$ cat src/rtl/spi_controller.sv
// -----------------------------------------------------------------------------
// spi_controller
// Single-frame SPI master (mode 0). Each accepted request shifts out one
// 16-bit frame {wr, addr[6:0], data[7:0]}, MSB first, framed by an active-low
// chip select, followed by a guard gap with chip select high.
//
// Parameters:
//   CLK_DIV  SCLK half-period in clk cycles (legal 2..255)
//
// Ports:
//   clk    in   sole clock, rising edge
//   rst    in   synchronous active-high reset (priority over start)
//   start  in   transaction request, accepted only in IDLE
//   wr     in   frame bit 15
//   addr   in   frame bits 14:8
//   data   in   frame bits 7:0
//   busy   out  high while a transaction is in progress
//   done   out  one-cycle completion pulse (coincides with return to IDLE)
//   nCS    out  chip select, active low
//   SCLK   out  serial clock, idle low
//   COPI   out  serial data out
// All outputs are driven straight from flops.
// -----------------------------------------------------------------------------
module spi_controller #(
  parameter int unsigned CLK_DIV = 4
) (
  input  logic       clk,
  input  logic       rst,
  input  logic       start,
  input  logic       wr,
  input  logic [6:0] addr,
  input  logic [7:0] data,
  output logic       busy,
  output logic       done,
  output logic       nCS,
  output logic       SCLK,
  output logic       COPI
);

  typedef enum logic [2:0] {
    IDLE     = 3'd0,
    SETUP    = 3'd1,
    SHIFT_HI = 3'd2,
    SHIFT_LO = 3'd3,
    GAP      = 3'd4
  } state_t;

  // Divider only needs to count 0..CLK_DIV-1 inside one phase.
  localparam int unsigned   DW       = (CLK_DIV > 1) ? $clog2(CLK_DIV) : 1;
  localparam logic [DW-1:0] DIV_LAST = DW'(CLK_DIV - 1);

  state_t        state_q, state_d;
  logic [DW-1:0] div_q, div_d;
  logic [3:0]    bit_q, bit_d;
  logic [15:0]   shreg_q, shreg_d;
  logic          gap_half_q, gap_half_d;
  logic          busy_q, busy_d;
  logic          done_q, done_d;
  logic          ncs_q, ncs_d;
  logic          sclk_q, sclk_d;
  logic          copi_q, copi_d;
  logic          phase_end;

  assign phase_end = (div_q == DIV_LAST);

  // State and output registers with synchronous reset.
  always_ff @(posedge clk) begin
    if (rst) begin
      state_q    <= IDLE;
      div_q      <= '0;
      bit_q      <= 4'd0;
      shreg_q    <= 16'd0;
      gap_half_q <= 1'b0;
      busy_q     <= 1'b0;
      done_q     <= 1'b0;
      ncs_q      <= 1'b1;
      sclk_q     <= 1'b0;
      copi_q     <= 1'b0;
    end else begin
      state_q    <= state_d;
      div_q      <= div_d;
      bit_q      <= bit_d;
      shreg_q    <= shreg_d;
      gap_half_q <= gap_half_d;
      busy_q     <= busy_d;
      done_q     <= done_d;
      ncs_q      <= ncs_d;
      sclk_q     <= sclk_d;
      copi_q     <= copi_d;
    end
  end

  // Next-state and next-output logic; outputs are computed one cycle ahead
  // so that they land in flops together with the state they belong to.
  always_comb begin
    state_d    = state_q;
    div_d      = phase_end ? '0 : div_q + {{(DW-1){1'b0}}, 1'b1};
    bit_d      = bit_q;
    shreg_d    = shreg_q;
    gap_half_d = gap_half_q;
    busy_d     = busy_q;
    done_d     = 1'b0;
    ncs_d      = ncs_q;
    sclk_d     = sclk_q;
    copi_d     = copi_q;

    case (state_q)
      IDLE: begin
        div_d = '0;
        if (start) begin
          state_d    = SETUP;
          shreg_d    = {wr, addr, data};
          copi_d     = wr;
          ncs_d      = 1'b0;
          busy_d     = 1'b1;
          bit_d      = 4'd0;
          gap_half_d = 1'b0;
        end
      end
      SETUP: begin
        if (phase_end) begin
          state_d = SHIFT_HI;
          sclk_d  = 1'b1;
        end
      end
      SHIFT_HI: begin
        // Falling edge: advance the shift register and present the next bit.
        // After the last bit this shifts in a zero, so COPI idles low in hold.
        if (phase_end) begin
          state_d = SHIFT_LO;
          sclk_d  = 1'b0;
          shreg_d = {shreg_q[14:0], 1'b0};
          copi_d  = shreg_q[14];
        end
      end
      SHIFT_LO: begin
        if (phase_end) begin
          bit_d = bit_q + 4'd1;
          if (bit_q == 4'd15) begin
            state_d = GAP;
            ncs_d   = 1'b1;
            copi_d  = 1'b0;
          end else begin
            state_d = SHIFT_HI;
            sclk_d  = 1'b1;
          end
        end
      end
      GAP: begin
        // Gap spans two divider periods, tracked by gap_half.
        if (phase_end) begin
          if (gap_half_q) begin
            state_d    = IDLE;
            gap_half_d = 1'b0;
            busy_d     = 1'b0;
            done_d     = 1'b1;
          end else begin
            gap_half_d = 1'b1;
          end
        end
      end
      default: begin
        state_d    = IDLE;
        div_d      = '0;
        bit_d      = 4'd0;
        shreg_d    = 16'd0;
        gap_half_d = 1'b0;
        busy_d     = 1'b0;
        ncs_d      = 1'b1;
        sclk_d     = 1'b0;
        copi_d     = 1'b0;
      end
    endcase
  end

  assign busy = busy_q;
  assign done = done_q;
  assign nCS  = ncs_q;
  assign SCLK = sclk_q;
  assign COPI = copi_q;

endmodule
$ cat config.mk
export PLATFORM = sky130hd
export DESIGN_NAME = spi_controller
export DESIGN_NICKNAME = d
export VERILOG_FILES = /design/src/rtl/spi_controller.sv
export SDC_FILE = /design/constraint.sdc
export NUM_CORES = 1
export LEC_CHECK = 0
export ABC_AREA = 1
export ABC_CLOCK_PERIOD_IN_PS = 1850
export BUFFER_PORTS_ARGS = -buffer_cell sky130_fd_sc_hd__buf_2
export CORE_ASPECT_RATIO = 0.9
export CORE_MARGIN = 2
export CORE_UTILIZATION = 25
export DETAILED_ROUTE_END_ITERATION = 6
export PLACE_DENSITY_LB_ADDON = 0.1
export SLEW_MARGIN = 20
export SYNTH_ARGS = -nofsm -noshare
export SYNTH_HDL_FRONTEND = slang
export SYNTH_SLANG_ARGS = --single-unit
$ cat constraint.sdc
create_clock -name clk -period 1.85 [get_ports clk]
set_input_delay 0.0925 -clock clk [delete_from_list [all_inputs] [get_ports clk]]
set_output_delay 0.0925 -clock clk [all_outputs]
set_load 0.02 [all_outputs]
* After elaboration in Yosys (flattened, before gate mapping)
Index checks and enable logic that the tools add are counted.
Cells by class: add/sub/neg operators 2, mux-type cells 36, bitwise operators 8, reductions and logical operators 17, equality and inequality tests 14
Operators with widths (count):
- $pmux 15 s3 | 1
- $mux 15 | 2
- $mux 3 | 7
- $mux 1 | 17
- $ne 2x2->1 const B | 8
- $pmux 3 s5 | 1
- $reduce_or 3->1 | 5
- $pmux 4 s3 | 1
- $reduce_and 5->1 | 2
- $pmux 1 s3 | 3
- $reduce_and 3->1 | 3
- $mux 4 | 2
- $not 1->1 | 8
- $pmux 1 s4 | 2
- $reduce_and 4->1 | 2
- $eq 3x2->1 const B | 2
- $reduce_and 6->1 | 1
- $add 4x1->4 const B | 1
- $eq 4x4->1 const B | 1
- $reduce_or 2->1 | 2
- $reduce_or 4->1 | 1
- $eq 3x1->1 const B | 1
- $eq 3x3->1 const B | 1
- $logic_not 3->1 | 1
- other kinds (2) | 2
Word-level totals: flip-flop bits (word level) 30, bits of input ports 19, output and inout bits 5

* Longest topological paths before layout
Gate-level depths: netlist of the first run.
word-level depth 4, gate-level depth with buffers 10

* Worst setup path after synthesis of the first run
No wires, ideal clock.
path type register to register, start point reg div_q[0], end point reg shreg_q[10], setup slack 0.487 ns, arrival 1.247 ns, required time 1.734 ns, period minus slack after synthesis 1.363 ns, stages on the path, launching flop included 8, cells stage by stage dfxtp_1 > ha_1 > inv_1 > o21ai_0 > nand2_4 > buf_6 > o21ai_0 > nor2_1
On the way: cells in the longest elaborated chain, start to end 3
RTL lines:
- start: declaration | line 53 | logic [DW-1:0] div_q, div_d;
- start signal: assignment | line 81 | div_q <= div_d;
- $eq 2x2->1 | line 64 | assign phase_end = (div_q == DIV_LAST);
- $ne 2x2->1 (no source line)
- $reduce_and 3->1 (no source line)
- end signal: assignment | line 83 | shreg_q <= shreg_d;
- end: declaration | line 55 | logic [15:0] shreg_q, shreg_d;
No other way between the ends. A chain may end at the register's enable or synchronous reset.

* Worst setup path in the final report of the first run
start point reg state_q[2], end point reg shreg_q[8]
On the way: cells in the longest elaborated chain, start to end 4, elaborated cells on any way between the ends 11, those cells by class eq/ne: 6; mux: 1; bitwise: 1; reduce/logical: 3
RTL lines:
- start: declaration | line 52 | state_t state_q, state_d;
- start signal: assignment | line 80 | state_q <= state_d;
- $eq 3x3->1, or another cell as far along | line 107 | case (state_q)
- $reduce_or 3->1 (no source line)
- $not 1->1 (no source line)
- $reduce_and 3->1 (no source line)
Several ways; a longest one is shown, not always the timed one.

==> reports/qor.csv, run 1 <==
stage;metric;value;unit
place;setup slack after placement;0.248;ns
critical_path;category of the worst setup path capture point;register;
global_route;total overflow reported by the global router;0;
logic_synthesis;average instance area after synthesis;6.60;um2
clocking;CTS Hold Bufs;0;
clocking;clock buffer count from CTS;5;
clocking;cell at the root of the clock tree;clkbuf_8;
critical_path;worst setup path class;reg -> reg;
hold_path;worst hold-check path type;in -> reg;
critical_path;Required @ worst endpoint;2.08;ns
place;cell count after placement;344;
finish;growth of design area from synthesis to finish;18.3;%
pwr;Design Power;0.00337;W
drt;DRC violation count after routing;0;
run;maximum capacitance violations;0;
global_route;wire length of the first global-routing pass;7090;um
logic_synthesis;syn_nets;260;
floorplan;Die Height;79.3;um
floorplan;Die Outline Area;0.00696;mm2
clocking;source-to-sink clock delay at the later pin of the worst-skew pair;0.29;ns
timing;Setup Total Neg Slack;0;ns
floorplan;Horiz. Die Dim;87.7;um
outcome;result of the run;finished, final reports clean;
logic_synthesis;cell count after synthesis;239;
clocking;cells resized by post-CTS repair;0;
logic_synthesis;part of the Yosys area used for sequential elements;38.1;%
pwr;maximum vdd ir drop;0.453;mV
finish;share of final-layout standard cells stronger than drive strength 1;17.4;%
finish;commonest cells after routing, fill and taps aside;nor2_1, nand2_1, nand3_1, dfxtp_1, buf_2;
drt;Pre-Repair DR Iteration Count;4;
finish;number of antenna diodes;0;
global_route;GR Util All Layers;13.1;%
floorplan;FP Rows;27;
global_route;largest net degree at the start of global routing;25;
clocking;CTS sink cnt;30;
timing;setup slack after layout;0.221;ns
timing;final critical path time including I/O delays and setup;1.63;ns
timing;final setup violation count;0;
critical_path;critical path data arrival time;1.85;ns
clocking;TritonCTS clock tree;done;
logic_synthesis;synthesis-stage register bit count;30;
critical_path;CP startpoint kind;register;
floorplan;area of the core region;0.00611;mm2
global_route;antenna violations before repair;0;
timing;clock skew after layout;0.00439;ns
clocking;clock-pin slew on the worst setup and hold paths;0.07;ns
drt;1st-iter DRT viols;46;
place;total of buffers placed on input and output ports;23;
logic_synthesis;number of distinct library cells after synthesis;25;
clocking;number of buffers added for setup after CTS;0;
pwr;Pwr Density;1810;mW/mm2
place;placer congestion estimate;0.766;
finish;commonest non-fill, non-tap cell in the layout;nor2_1;
finish;final net count;285;
drt;routed vias;1522;
drt;vias per cell;4.32;
clocking;worst-case clock buffer depth;2;
place;placed wire-length estimate;2820;um
timing;remaining max-slew budget at the tightest pin;73.0;%
timing;period utilisation layout;88.0;%
timing;maximum clock rate;614;MHz
logic_synthesis;Yosys Warn Count;0;
drt;wirelength, routed;4030;um
timing;final-report hold violation count;0;
drt;average wire per cell in the routed design;11.5;um
floorplan;initial cell density of the core;25.8;%
pwr;Static Leak;0.883;nW
global_route;vias in the first global route;1495;
finish;number of standard cells in the final layout excluding fillers;352;
timing;total count of max-transition violations in the final report;0;
timing;unrepaired setup endpoints after global routing;no;
floorplan;number of placed I/O pins;24;
logic_synthesis;area of the mapped netlist;0.00158;mm2
drt;DRT antenna net count;0;
critical_path;worst-path maximum fanout;16;
clocking;H-tree lvl count;2;
timing;Tightest Pin Transition;0.405;ns
-- stage by stage --
stage          instance area, um2  hold slack (ns)  utilization (%)
4_1_cts                      1870           0.0760             30.5
3_3_place_gp                 1770            0.386             29.0
6_report                     1870           0.0826             30.5
2_1_floorplan                1580            0.162                -
5_1_grt                      1870           0.0904             30.5
3_5_place_dp                 1770            0.381             29.0
-- kinds of logic (layout without fill, tap and decap cells) --
family / count (synthesis) / after routing / share of synthesized area [%]
fa+ha+maj: 2 / 2 / 1.59
buf+inv: 25 / 51 / 8.02
compound gates: 27 / 27 / 8.57
simple gates: 155 / 155 / 43.7
flops: 30 / 30 / 38.1
-- critical path, cell delays in order (launching register included) --
cell     delay (ns)
dfxtp_1        0.57
nor2_1         0.12
nand2_1        0.12
nand2_2        0.09
nor2_4         0.17
nand2_4        0.15
inv_4          0.19
nor2_1         0.06
nor2_1         0.10
-- layout make-up --
type	count	area, um2
inverters	14	55.1
multi-input cells	184	850
well taps	87	109
clock buffers	7	86.3
fillers	700	4250
clock inverters	1	5.00
repair buffers	29	160
flip-flops and latches	30	601
-- synthesized netlist by cell type (all sizes together) --
master | instances | area share (%)
clkbuf | 3 | 0.71
ha | 2 | 1.6
o21ai | 23 | 7.3
nor3 | 3 | 0.95
nand4 | 2 | 0.79
dfxtp | 30 | 38
nand3 | 39 | 12
a21oi | 4 | 1.3
inv | 14 | 3.5
buf | 8 | 3.8
nor2 | 61 | 16
nor4 | 1 | 0.40
nand3b | 1 | 0.48
nor3b | 1 | 0.48
nand2 | 47 | 12
-- path summary, 6_finish.rpt --
path,startpoint,to,slack (ns),cells after the start
setup / recovery,state_q[2]$_SDFFE_PP0P_,shreg_q[8]$_SDFFE_PP0P_,0.22,8
hold / removal,rst,bit_q[2]$_SDFFE_PP0P_,0.08,2
setup reg to reg,state_q[2]$_SDFFE_PP0P_,shreg_q[8]$_SDFFE_PP0P_,0.22,8
hold reg to reg,div_q[0]$_SDFF_PP0_,div_q[0]$_SDFF_PP0_,0.44,1
-- flip-flops by register name (all words and copies together) (netlist names) --
signal,count
COPI,1
SCLK,1
bit_q,4
busy,1
div_q,2
done,1
gap_half_q,1
nCS,1
shreg_q,15
state_q,3
-- power breakdown --
group / switching (W) / internal (W) / leakage (nW)
sequential: 0.000159 / 0.000861 / 0.247
combinational: 0.00120 / 0.000591 / 0.588
clock: 0.000263 / 0.000300 / 0.0482
-- per-layer routing --
layer,wire (um),track usage [%],vias up
li1,-,-,830
met1,2120,17.4,666
met2,1710,20.1,19
met3,128,3.33,7
met4,70,5.23,0
met5,0,0,-
No activity file was read; power rests on OpenSTA's default activity.
==> run 2: changes to the inputs <==
--- a/config.mk
+++ b/config.mk
@@ -12,7 +12,7 @@
 export CORE_MARGIN = 2
 export CORE_UTILIZATION = 25
 export DETAILED_ROUTE_END_ITERATION = 6
-export PLACE_DENSITY_LB_ADDON = 0.1
+export PLACE_DENSITY = 0.49
 export SLEW_MARGIN = 20
 export SYNTH_ARGS = -nofsm -noshare
 export SYNTH_HDL_FRONTEND = slang
==> reports/qor.csv, run 2 (synthesis results as in run 1) <==
stage;metric;value;unit;change
finish;final net count;284;;-0.35%
pwr;switching power total;0.00158;W;-2.4%
clocking;clock buffer count from CTS;5;;unchanged
critical_path;CP bufs+invs;1;;unchanged
critical_path;Worst path top cell family by delay;simple AND/OR/NAND/NOR gates;;
critical_path;Worst Setup SP;state_q[2]$_SDFFE_PP0P_;;
drt;wirelength, routed;3840;um;-4.9%
critical_path;worst-path maximum fanout;16;;unchanged
timing;final-report hold violation count;0;;unchanged
drt;average wire per cell in the routed design;11.0;um;-4.3%
critical_path;CP peak stage delay;0.54;ns;-0.03 ns
hold_path;Min-Delay Endpoint;bit_q[2]$_SDFFE_PP0P_;;
finish;commonest non-fill, non-tap cell in the layout;nor2_1;;
place;cell count after placement;343;;-0.29%
clocking;clock-pin slew on the worst setup and hold paths;0.06;ns;about the same
drt;routed vias;1513;;-0.59%
clocking;CTS Hold Bufs;0;;unchanged
global_route;vias in the first global route;1459;;-2.4%
clocking;H-tree lvl count;2;;unchanged
pwr;Clock Power Share;15.2;%;-1.5 points
floorplan;Die Outline Area;0.00696;mm2;unchanged
critical_path;worst setup path class;reg -> reg;;
clocking;number of buffers added for setup after CTS;0;;unchanged
timing;final setup violation count;0;;unchanged
finish;commonest cells after routing, fill and taps aside;nor2_1, nand2_1, nand3_1, dfxtp_1, buf_2;;
pwr;Seq pwr share;31.0;%;+0.7 points
pwr;total internal power;0.00171;W;-2.4%
finish;biggest registers after layout;shreg_q x15, bit_q x4, state_q x3;;
clocking;TritonCTS clock tree;done;;
global_route;GR Util All Layers;12.6;%;-0.51 points
pwr;Sw Share;48.0;%;about the same
clocking;source-to-sink clock delay at the later pin of the worst-skew pair;0.28;ns;about the same
floorplan;initial cell density of the core;25.8;%;unchanged
critical_path;critical path data arrival time;1.80;ns;-0.05 ns
critical_path;critical path cell sequence;nor2_1, nand2_1, nand2_2, nor2_4, nand2_4, inv_4, nor2_1, nor2_1;;
critical_path;Crit-path slowest cell;dfxtp_1;;
hold_path;number of cells on the worst hold path;2;;unchanged
run;maximum capacitance violations;0;;unchanged
timing;clock skew after layout;0.00290;ns;-0.00149 ns
floorplan;FP Rows;27;;unchanged
finish;register bank with the most flops;shreg_q;;
clocking;CTS sink cnt;30;;unchanged
global_route;wire length of the first global-routing pass;6740;um;-5.0%
critical_path;category of the worst setup path capture point;register;;
finish;final standard cell utilization of the core;30.1;%;-0.37 points
timing;Tightest Pin Transition;0.720;ns;+0.315 ns
outcome;result of the run;finished, final reports clean;;
drt;DRC violation count after routing;0;;unchanged
hold_path;worst hold-check path type;in -> reg;;
pwr;Pwr Density;1780;mW/mm2;-1.2%
drt;DRT antenna net count;0;;unchanged
floorplan;Die Height;79.3;um;unchanged
hold_path;launch instance of the worst min-delay path;rst;;
critical_path;CP startpoint kind;register;;
place;placer congestion estimate;0.845;;+10%
floorplan;number of placed I/O pins;24;;unchanged
drt;vias per cell;4.32;;about the same
global_route;antenna violations before repair;0;;unchanged
critical_path;Required @ worst endpoint;2.06;ns;-0.02 ns
timing;maximum clock rate;631;MHz;+2.8%
floorplan;Horiz. Die Dim;87.7;um;unchanged
place;placed wire-length estimate;2670;um;-5.2%
critical_path;number of cells on the worst reg-to-reg path;8;;unchanged
critical_path;Reg-to-Reg Start;state_q[2]$_SDFFE_PP0P_;;
finish;number of standard cells in the final layout excluding fillers;350;;-0.57%
clocking;cell at the root of the clock tree;clkbuf_8;;
finish;Layout fillers;689;;-1.6%
timing;final critical path time including I/O delays and setup;1.58;ns;-0.0447 ns
critical_path;Reg2Reg Setup Slack;0.27;ns;+0.04 ns
finish;number of antenna diodes;0;;unchanged
clocking;cells resized by post-CTS repair;0;;unchanged
drt;Pre-Repair DR Iteration Count;5;;+1
place;total of buffers placed on input and output ports;23;;unchanged
timing;period utilisation layout;85.6;%;-2.4 points
finish;share of final-layout standard cells stronger than drive strength 1;16.3;%;-1.0 points
clocking;worst-case clock buffer depth;2;;unchanged
critical_path;cell seen most often among critical-path stages;nor2_1;;
finish;flip-flop count of the largest register, all copies and words added;15;;unchanged
pwr;maximum vdd ir drop;0.672;mV;+48%
pwr;Comb pwr share;53.9;%;+0.9 points
finish;growth of design area from synthesis to finish;16.9;%;
timing;remaining max-slew budget at the tightest pin;52.0;%;-21 points
floorplan;area of the core region;0.00611;mm2;unchanged
timing;unrepaired setup endpoints after global routing;no;;
critical_path;Crit Reg-Reg Endpoint;shreg_q[3]$_SDFFE_PP0P_;;
global_route;largest net degree at the start of global routing;25;;unchanged
pwr;Static Leak;0.869;nW;-1.7%
global_route;total overflow reported by the global router;0;;unchanged
timing;Setup Total Neg Slack;0;ns;unchanged
drt;1st-iter DRT viols;87;;+89%
timing;total count of max-transition violations in the final report;0;;unchanged
==> run 2: changes by cell type in the layout (fill, tap and decap cells not counted), sizes merged <==
cell    delta
buf        -1
clkinv     -1
==> run 2: metrics by stage <==
stage          hold WS [ns]  worst slack [ns]  cell area (um2)  power [W]
5_1_grt               0.106            0.0391             1840    0.00368
4_1_cts              0.0786             0.256             1840    0.00332
2_1_floorplan         0.162             0.487             1580    0.00247
3_5_place_dp          0.380             0.279             1770    0.00281
3_3_place_gp          0.384             0.286             1770    0.00280
6_report             0.0924             0.266             1840    0.00329
==> run 2: worst max-delay path by stage <==
stage,end,slack (ns),cells past startpoint
detailed placement,shreg_q[5]$_SDFFE_PP0P_,0.28,8
global placement,shreg_q[13]$_SDFFE_PP0P_,0.29,8
finish,shreg_q[3]$_SDFFE_PP0P_,0.27,8
global route,bit_q[3]$_SDFFE_PP0P_,0.04,9
floorplan,shreg_q[10]$_SDFFE_PP0P_,0.49,7
CTS,shreg_q[5]$_SDFFE_PP0P_,0.26,8
==> run 2: routing by layer <==
layer  share of wire (%)  global-route usage [%]  up-vias  wire length, um
met5                   0                       0        -                0
met4                 1.1                    5.54        0               44
met3                 4.0                    3.12        4              153
met2                  42                    18.6       32             1630
met1                  52                    17.1      655             2010
li1                    -                       -      822                -
==> run 2: area by class of cell <==
cell class / count / area, um2 / share of cell area, %
Sequential cell: 30 / 601 / 32.6
Tap cell: 87 / 109 / 5.91
Clock buffer: 7 / 76.3 / 4.14
Timing Repair Buffer: 28 / 153 / 8.28
Inverter: 14 / 55.1 / 2.99
Multi-Input combinational cell: 184 / 850 / 46.1
==> run 2: power by group through the flow <==
| stage | Clock (W) | Combinational [W] | Sequential, W |
|---|---|---|---|
| global route | 0.000543 | 0.00208 | 0.00105 |
| floorplan | 0 | 0.00147 | 0.00100 |
| CTS | 0.000515 | 0.00179 | 0.00102 |
| detailed placement | 0 | 0.00178 | 0.00103 |
| global placement | 0 | 0.00177 | 0.00103 |
| finish | 0.000499 | 0.00177 | 0.00102 |
